$ cat src/rtl/fp_add_arbiter_pkg.sv
// -----------------------------------------------------------------------------
// fp_add_arbiter_pkg
// Shared definitions for the shared single-precision adder arbiter:
//   FP_W        operand / sum width
//   MAX_REQ     largest supported requester count, sets the padded bus width
//   rsp_slot_t  one response slot (full flag + held sum)
//   lane_get    extracts lane idx from a packed 32-bit-per-lane bus
// -----------------------------------------------------------------------------
package fp_add_arbiter_pkg;

  localparam int FP_W    = 32;
  localparam int MAX_REQ = 8;
  localparam int PACK_W  = MAX_REQ * FP_W;

  typedef logic [FP_W-1:0] fp_word_t;

  typedef struct packed {
    logic     full;
    fp_word_t data;
  } rsp_slot_t;

  // Lane idx of a bus packed as {lane[MAX_REQ-1], ..., lane[1], lane[0]}.
  // Callers zero-extend their NUM_REQ-lane bus to PACK_W first.
  function automatic fp_word_t lane_get(input logic [PACK_W-1:0] bus, input logic [2:0] idx);
    logic [PACK_W-1:0] shifted;
    shifted = bus >> (idx * FP_W);
    return shifted[FP_W-1:0];
  endfunction

endpackage

$ cat src/rtl/fp_add_arbiter_if.sv
// -----------------------------------------------------------------------------
// fp_add_arbiter_if
// Bundles the requester handshakes, response slots, shared-adder datapath and
// issue counter of fp_add_arbiter.
//   slave  : arbiter side (drives req_ready, rsp_*, add_a/add_b, issue_cnt)
//   master : requesters + adder side (drives req_*, rsp_ready, add_sum)
// -----------------------------------------------------------------------------
interface fp_add_arbiter_if
  import fp_add_arbiter_pkg::*;
#(
  parameter int NUM_REQ = 4,
  parameter int CNT_W   = 16
);

  logic [NUM_REQ-1:0]      req_valid;
  logic [FP_W*NUM_REQ-1:0] req_a;
  logic [FP_W*NUM_REQ-1:0] req_b;
  logic [NUM_REQ-1:0]      req_ready;
  logic [NUM_REQ-1:0]      rsp_valid;
  logic [FP_W*NUM_REQ-1:0] rsp_data;
  logic [NUM_REQ-1:0]      rsp_ready;
  logic [FP_W-1:0]         add_a;
  logic [FP_W-1:0]         add_b;
  logic [FP_W-1:0]         add_sum;
  logic [CNT_W-1:0]        issue_cnt;

  modport slave (
    input  req_valid, req_a, req_b, rsp_ready, add_sum,
    output req_ready, rsp_valid, rsp_data, add_a, add_b, issue_cnt
  );

  modport master (
    output req_valid, req_a, req_b, rsp_ready, add_sum,
    input  req_ready, rsp_valid, rsp_data, add_a, add_b, issue_cnt
  );

endinterface

$ cat src/rtl/fp_add_arbiter_rr_arbiter.sv
// -----------------------------------------------------------------------------
// fp_add_arbiter_rr_arbiter
// Combinational round-robin pick: the first set bit of elig_i scanning
// ptr_i, ptr_i+1, ... modulo NUM_REQ.
//   elig_i     eligible requesters
//   ptr_i      highest-priority index this cycle (< NUM_REQ)
//   gnt_o      one-hot grant
//   gnt_idx_o  index of the granted requester (0 when none)
//   gnt_any_o  a grant was made
// -----------------------------------------------------------------------------
module fp_add_arbiter_rr_arbiter #(
  parameter int NUM_REQ = 4,
  parameter int IDX_W   = $clog2(NUM_REQ)
) (
  input  logic [NUM_REQ-1:0] elig_i,
  input  logic [IDX_W-1:0]   ptr_i,
  output logic [NUM_REQ-1:0] gnt_o,
  output logic [IDX_W-1:0]   gnt_idx_o,
  output logic               gnt_any_o
);

  // Priority scan from the farthest offset down to offset 0, so the last
  // eligible hit (the nearest one to ptr_i) is the one that sticks.
  always_comb begin : scan
    logic [IDX_W:0]   sum;
    logic [IDX_W-1:0] idx;
    gnt_o     = {NUM_REQ{1'b0}};
    gnt_idx_o = {IDX_W{1'b0}};
    gnt_any_o = 1'b0;
    sum       = {(IDX_W+1){1'b0}};
    idx       = {IDX_W{1'b0}};
    for (int k = NUM_REQ - 1; k >= 0; k--) begin
      sum       = {1'b0, ptr_i} + (IDX_W+1)'(k);
      sum       = (sum >= (IDX_W+1)'(NUM_REQ)) ? (sum - (IDX_W+1)'(NUM_REQ)) : sum;
      idx       = sum[IDX_W-1:0];
      gnt_idx_o = elig_i[idx] ? idx : gnt_idx_o;
      gnt_any_o = gnt_any_o | elig_i[idx];
    end
    if (gnt_any_o) begin
      gnt_o[gnt_idx_o] = 1'b1;
    end else begin
      gnt_o = {NUM_REQ{1'b0}};
    end
  end

endmodule

$ cat src/rtl/fp_add_arbiter.sv
// -----------------------------------------------------------------------------
// fp_add_arbiter
// Shares one combinational single-precision adder between NUM_REQ requesters.
// One add per cycle, round-robin; each sum lands in a per-requester response
// slot that is held until the requester takes it.
//   clk   rising-edge clock
//   rst   synchronous active-high reset (drops pending responses, no grant)
//   bus   fp_add_arbiter_if.slave: req_valid/req_a/req_b/req_ready,
//         rsp_valid/rsp_data/rsp_ready, add_a/add_b/add_sum, issue_cnt
// -----------------------------------------------------------------------------
module fp_add_arbiter
  import fp_add_arbiter_pkg::*;
#(
  parameter int NUM_REQ = 4,
  parameter int CNT_W   = 16
) (
  input  logic                clk,
  input  logic                rst,
  fp_add_arbiter_if.slave     bus
);

  localparam int IDX_W = $clog2(NUM_REQ);

  logic [NUM_REQ-1:0] slot_full_s;
  logic [NUM_REQ-1:0] elig_s;
  logic [NUM_REQ-1:0] gnt_raw_s;
  logic [NUM_REQ-1:0] gnt_s;
  logic [IDX_W-1:0]   gnt_idx_s;
  logic               gnt_any_raw_s;
  logic               gnt_any_s;
  logic [PACK_W-1:0]  req_a_pad_s;
  logic [PACK_W-1:0]  req_b_pad_s;

  logic [IDX_W-1:0]   rr_ptr_q,    rr_ptr_d;
  logic [CNT_W-1:0]   issue_cnt_q, issue_cnt_d;
  rsp_slot_t          slot_q [NUM_REQ];
  rsp_slot_t          slot_d [NUM_REQ];

  // Full flags as a vector for the eligibility mask.
  always_comb begin
    slot_full_s = {NUM_REQ{1'b0}};
    for (int i = 0; i < NUM_REQ; i++) begin
      slot_full_s[i] = slot_q[i].full;
    end
  end

  // A full slot blocks its requester even if it is being drained this cycle,
  // so a slot never clears and refills on the same edge.
  assign elig_s = bus.req_valid & ~slot_full_s;

  fp_add_arbiter_rr_arbiter #(
    .NUM_REQ (NUM_REQ),
    .IDX_W   (IDX_W)
  ) u_rr_arbiter (
    .elig_i    (elig_s),
    .ptr_i     (rr_ptr_q),
    .gnt_o     (gnt_raw_s),
    .gnt_idx_o (gnt_idx_s),
    .gnt_any_o (gnt_any_raw_s)
  );

  // No grant may be presented while reset is held.
  assign gnt_any_s     = gnt_any_raw_s & ~rst;
  assign gnt_s         = rst ? {NUM_REQ{1'b0}} : gnt_raw_s;
  assign bus.req_ready = gnt_s;

  assign req_a_pad_s = PACK_W'(bus.req_a);
  assign req_b_pad_s = PACK_W'(bus.req_b);

  // Operand mux towards the shared adder; zero when idle.
  always_comb begin
    bus.add_a = 32'h0000_0000;
    bus.add_b = 32'h0000_0000;
    if (gnt_any_s) begin
      bus.add_a = lane_get(req_a_pad_s, 3'(gnt_idx_s));
      bus.add_b = lane_get(req_b_pad_s, 3'(gnt_idx_s));
    end else begin
      bus.add_a = 32'h0000_0000;
      bus.add_b = 32'h0000_0000;
    end
  end

  // Next state: drain accepted responses, capture the granted sum, advance
  // the pointer past the winner and count the issue.
  always_comb begin
    slot_d      = slot_q;
    rr_ptr_d    = rr_ptr_q;
    issue_cnt_d = issue_cnt_q;
    for (int i = 0; i < NUM_REQ; i++) begin
      if (slot_q[i].full && bus.rsp_ready[i]) begin
        slot_d[i].full = 1'b0;
      end else begin
        slot_d[i].full = slot_q[i].full;
      end
    end
    if (gnt_any_s) begin
      slot_d[gnt_idx_s].full = 1'b1;
      slot_d[gnt_idx_s].data = bus.add_sum;
      rr_ptr_d    = (gnt_idx_s == IDX_W'(NUM_REQ - 1)) ? {IDX_W{1'b0}} : (gnt_idx_s + IDX_W'(1));
      issue_cnt_d = issue_cnt_q + CNT_W'(1);
    end else begin
      rr_ptr_d    = rr_ptr_q;
      issue_cnt_d = issue_cnt_q;
    end
  end

  // State registers with synchronous reset.
  always_ff @(posedge clk) begin
    if (rst) begin
      rr_ptr_q    <= {IDX_W{1'b0}};
      issue_cnt_q <= {CNT_W{1'b0}};
      for (int i = 0; i < NUM_REQ; i++) begin
        slot_q[i] <= '{full: 1'b0, data: 32'h0000_0000};
      end
    end else begin
      rr_ptr_q    <= rr_ptr_d;
      issue_cnt_q <= issue_cnt_d;
      for (int i = 0; i < NUM_REQ; i++) begin
        slot_q[i] <= slot_d[i];
      end
    end
  end

  // Response slots and counter straight from registers.
  always_comb begin
    bus.rsp_valid = {NUM_REQ{1'b0}};
    bus.rsp_data  = {(FP_W*NUM_REQ){1'b0}};
    for (int i = 0; i < NUM_REQ; i++) begin
      bus.rsp_valid[i]                = slot_q[i].full;
      bus.rsp_data[i*FP_W +: FP_W]    = slot_q[i].data;
    end
  end

  assign bus.issue_cnt = issue_cnt_q;

endmodule

$ cat src/flat_wrapper.sv
// flat-port wrapper written by rule: the top's interface ports become plain ports
module fp_add_arbiter_flat import fp_add_arbiter_pkg::*;
#(
  parameter int NUM_REQ = 4,
  parameter int CNT_W   = 16
)
  (clk, rst, bus_req_valid, bus_req_a, bus_req_b, bus_rsp_ready, bus_add_sum, bus_req_ready, bus_rsp_valid, bus_rsp_data, bus_add_a, bus_add_b, bus_issue_cnt);
  fp_add_arbiter_if #(.NUM_REQ(NUM_REQ), .CNT_W(CNT_W)) bus_i ();
  input  logic clk;
  input  logic rst;
  input wire logic [$bits(bus_i.req_valid)-1:0] bus_req_valid;
  input wire logic [$bits(bus_i.req_a)-1:0] bus_req_a;
  input wire logic [$bits(bus_i.req_b)-1:0] bus_req_b;
  input wire logic [$bits(bus_i.rsp_ready)-1:0] bus_rsp_ready;
  input wire logic [$bits(bus_i.add_sum)-1:0] bus_add_sum;
  output wire logic [$bits(bus_i.req_ready)-1:0] bus_req_ready;
  output wire logic [$bits(bus_i.rsp_valid)-1:0] bus_rsp_valid;
  output wire logic [$bits(bus_i.rsp_data)-1:0] bus_rsp_data;
  output wire logic [$bits(bus_i.add_a)-1:0] bus_add_a;
  output wire logic [$bits(bus_i.add_b)-1:0] bus_add_b;
  output wire logic [$bits(bus_i.issue_cnt)-1:0] bus_issue_cnt;
  assign bus_i.req_valid = bus_req_valid;
  assign bus_i.req_a = bus_req_a;
  assign bus_i.req_b = bus_req_b;
  assign bus_i.rsp_ready = bus_rsp_ready;
  assign bus_i.add_sum = bus_add_sum;
  assign bus_req_ready = bus_i.req_ready;
  assign bus_rsp_valid = bus_i.rsp_valid;
  assign bus_rsp_data = bus_i.rsp_data;
  assign bus_add_a = bus_i.add_a;
  assign bus_add_b = bus_i.add_b;
  assign bus_issue_cnt = bus_i.issue_cnt;
  fp_add_arbiter #(.NUM_REQ(NUM_REQ), .CNT_W(CNT_W)) u_core (.clk(clk), .rst(rst), .bus(bus_i));
endmodule
$ cat config.mk
export PLATFORM = sky130hd
export DESIGN_NAME = fp_add_arbiter_flat
export DESIGN_NICKNAME = d
export VERILOG_FILES = /design/src/rtl/fp_add_arbiter_pkg.sv /design/src/rtl/fp_add_arbiter_if.sv /design/src/rtl/fp_add_arbiter_rr_arbiter.sv /design/src/rtl/fp_add_arbiter.sv /design/src/flat_wrapper.sv
export SDC_FILE = /design/constraint.sdc
export NUM_CORES = 1
export LEC_CHECK = 0
export CORE_AREA = 8 8 193 195
export DETAILED_ROUTE_END_ITERATION = 6
export DIE_AREA = 0 0 201 203
export DONT_BUFFER_PORTS = 1
export REMOVE_ABC_BUFFERS = 1
export SLEW_MARGIN = 20
export SYNTH_ARGS = -nofsm -noshare
export SYNTH_HDL_FRONTEND = slang
export SYNTH_SLANG_ARGS = --single-unit
$ cat constraint.sdc
create_clock -name clk -period 8.5 [get_ports clk]
set_input_delay 1.7 -clock clk [delete_from_list [all_inputs] [get_ports clk]]
set_output_delay 1.7 -clock clk [all_outputs]
set_load 0.02 [all_outputs]
==> key figures <==
Pwr
  – PnR Total Power: 3.26 mW
  – Max IR drop VDD: 0.000401 V
  – Pwr Density: 381 nW/um^2
  – Lkg Pwr: 3.30 nW

Floorplan
  – Initial Util: 0.223
  – Row cnt: 68
  – Num ports: 514
  – Die Area: 40,800 um^2
  – Core area: 34,100 um^2
  – Die height: 203 um
  – Die width: 201 um

Final layout
  – Final Util: 0.251
  – Share of cells above drive strength 1: 0.0740
  – Nets: 1,098
  – Cell area after layout: 8550 um^2
  – Fillers: 3,650
  – Area Growth Syn to Fin: 12.5%

Drt
  – WL final: 31,500 um
  – ANT nets after route: 0
  – Via count: 6,118
  – Routed WL per cell: 24.9 um
  – Starting DRC count in detailed routing: 395
  – Avg Vias per Cell: 4.82
  – Drc violations: 0
  – DR pass1 iterations: 4

Global route
  – First-pass GRT wire length: 44,200 um
  – Gr ovfl total: 0
  – Vias in the first global route: 6,106
  – GRT Util Overall: 0.143
  – Pin count of the biggest net entering global routing: 109
  – Initial antenna violation count: 2

Synthesis
  – Async set-reset flop share out of synthesis: 0
  – Count leader, synth: mux2i_1
  – Yosys top cell by area: dfxtp_1
  – Yosys warns: 0
  – Register bit total from synthesis: 150
  – Top FF cell, synth: dfxtp_1
  – Synth top cells by count: 225 x mux2i_1, 164 x nand2_1, 150 x dfxtp_1, 64 x o22ai_1, 50 x nor2_1
  – Synth top area share: 0.395
  – Cell count after synthesis: 832
  – Sequential-to-total area share from yosys stat: 0.395
  – Cell Area, Synth: 7600 um^2
  – Synth cell types: 48
  – Post-synth EDFFs: 0
  – Mapped Avg Cell Area: 9.14 um^2
  – Synth area leaders: dfxtp_1 39%, mux2i_1 30%, nand2_1 8.1%, o22ai_1 5.3%, nor2_1 2.5%

Critical path
  – CP Capture Type: primary output
  – Crit path cell chain: nor2b_1 -> a311oi_2 -> nor2_4 -> buf_12 -> mux2i_1 -> o22ai_1
  – CP delay by family, top: simple AND/OR/NAND/NOR gates
  – RR Startpoint: u_core.bus.rsp_valid[2]
  – Buf+Inv Stages, Crit Path: 1
  – Crit path max fanout: 108
  – Reg2Reg Depth: 7
  – Max incr delay on CP: 0.85 ns
  – Critical Path Source Type: input port
  – Worst R2R Setup Slack: 5.04 ns
  – CP max stage cell: nor2_4
  – Required @ worst endpoint: 6.80 ns
  – CP arrival: 4.76 ns
  – Worst Setup Path Type: input port to primary output

Placement
  – PortBufs: 0
  – Placed cell area: 7960 um^2
  – Routability Congestion: 0.906
  – DP HPWL: 25,200 um

CTS
  – PostCTS Resize Cnt: 0
  – Max Root-Sink Buffers: 2
  – Hold Buf Count CTS: 0
  – Total CTS buffers: 17
  – Clock sink total: 150
  – CTS tree: yes
  – Post-CTS Setup Bufs: 0
  – Clock Pin Slew Worst Setup and Hold Paths: 0.07 ns
  – Root Driver: clkbuf_16
  – H-tree depth: 4
  – Latest clock arrival within the worst-skew pair: 0.43 ns

Worst hold path
  – Worst Hold Depth: 2
  – Hold Path Origin: u_core.rr_ptr_q[1]
  – Worst min-delay path endpoint: u_core.rr_ptr_q[1]
  – Hold WC Path Type: flip-flop to flip-flop

Job
  – Max-cap viol count: 0

STA
  – Tcrit/Tclk final: 0.760
  – Worst slew pin tran: 1.04 ns
  – Clk_skew: 0.0110 ns
  – Max-slew violations: 0
  – Final hold vios: 0
  – Setup tns final: 0 ns
  – Worst slew margin: 0.305
  – Hold WS: 0.557 ns
  – Fin crit period: 6.46 ns
  – Fmax: 0.155 GHz
  – RSZ-0062 raised after global routing: false
  – Final setup fails: 0

Run status
  – Outcome: complete, no violations
## through the flow
step | setup slack [ns] | cells
floorplan | 0.239 | 769
global placement | 2.15 | 1233
detailed placement | 2.04 | 1234
CTS | 2.02 | 1266
global route | 1.90 | 1269
finish | 2.04 | 1269
## worst max-delay path by stage
stage / to / startpoint / slack [ns] / cells after the start
6_report: bus_add_b[20] / bus_req_valid[2] / 2.04 / 6
5_1_grt: bus_add_b[30] / bus_req_valid[2] / 1.90 / 6
4_1_cts: bus_add_b[30] / bus_req_valid[2] / 2.02 / 6
3_5_place_dp: bus_add_b[30] / bus_req_valid[2] / 2.04 / 6
3_3_place_gp: bus_add_b[30] / bus_req_valid[2] / 2.15 / 6
2_1_floorplan: bus_req_ready[2] / bus_req_valid[2] / 0.24 / 5
## cell families (layout without fill, tap and decap cells)
logic type               after synthesis  in the layout  share of synthesized area
other                                  0              3                          0
multiplexers                         225            225                      0.296
flip-flops                           150            150                      0.395
XOR/XNOR                              14             14                     0.0161
AND/OR/NAND/NOR                      259            259                      0.146
adder cells (fa/ha/maj)                2              2                    0.00329
AO/OA/AOI/OAI                        114            114                     0.0986
buffers and inverters                 68             47                     0.0454
## layer usage
layer,wire length [um],GRT usage,vias up
met5,0,0,-
met4,276,0.0281,0
met3,3410,0.0639,12
met2,15900,0.252,324
met1,12000,0.158,2911
li1,-,-,2871
## worst reg2reg max path: stages (launching register included)
cell and delay, ns:
dfxtp_1 0.45, nor3b_1 0.43, a311oi_2 0.17, nor2_4 0.86, ha_1 0.29, and2_2 0.29
buf_4 0.59, o21ai_0 0.23
## cell usage in the layout, fill, tap and decap left out, types with 3 or more instances in the layout
master / n
a21oi_1: 3
and3_1: 3
buf_4: 8
clkbuf_16: 17
clkinv_4: 5
dfxtp_1: 150
diode_2: 3
inv_1: 3
inv_6: 4
mux2i_1: 225
nand2_1: 162
nand2b_1: 7
nand3_1: 6
nand4_1: 7
nor2_1: 50
nor2b_1: 4
nor3_1: 5
o21ai_0: 30
o21ai_1: 3
o22ai_1: 64
xnor2_1: 5
xor2_1: 9
## cell type report
| cell class | instances | area [um^2] | area share |
|---|---|---|---|
| diodes | 3 | 7.51 | 0.000878 |
| clock buffers | 19 | 453 | 0.0529 |
| clock inverters | 13 | 136 | 0.0159 |
| inverters | 5 | 21.3 | 0.00249 |
| multi-input cells | 614 | 4270 | 0.499 |
| flip-flops and latches | 150 | 3000 | 0.351 |
| well taps | 455 | 569 | 0.0665 |
| repair buffers | 10 | 95.1 | 0.0111 |
## power breakdown
group | internal (mW) | switching [mW] | total [mW]
clock network | 0.429 | 0.333 | 0.761
registers | 0.876 | 0.361 | 1.24
logic | 0.459 | 0.799 | 1.26
Power figures use the tool's default switching activity.
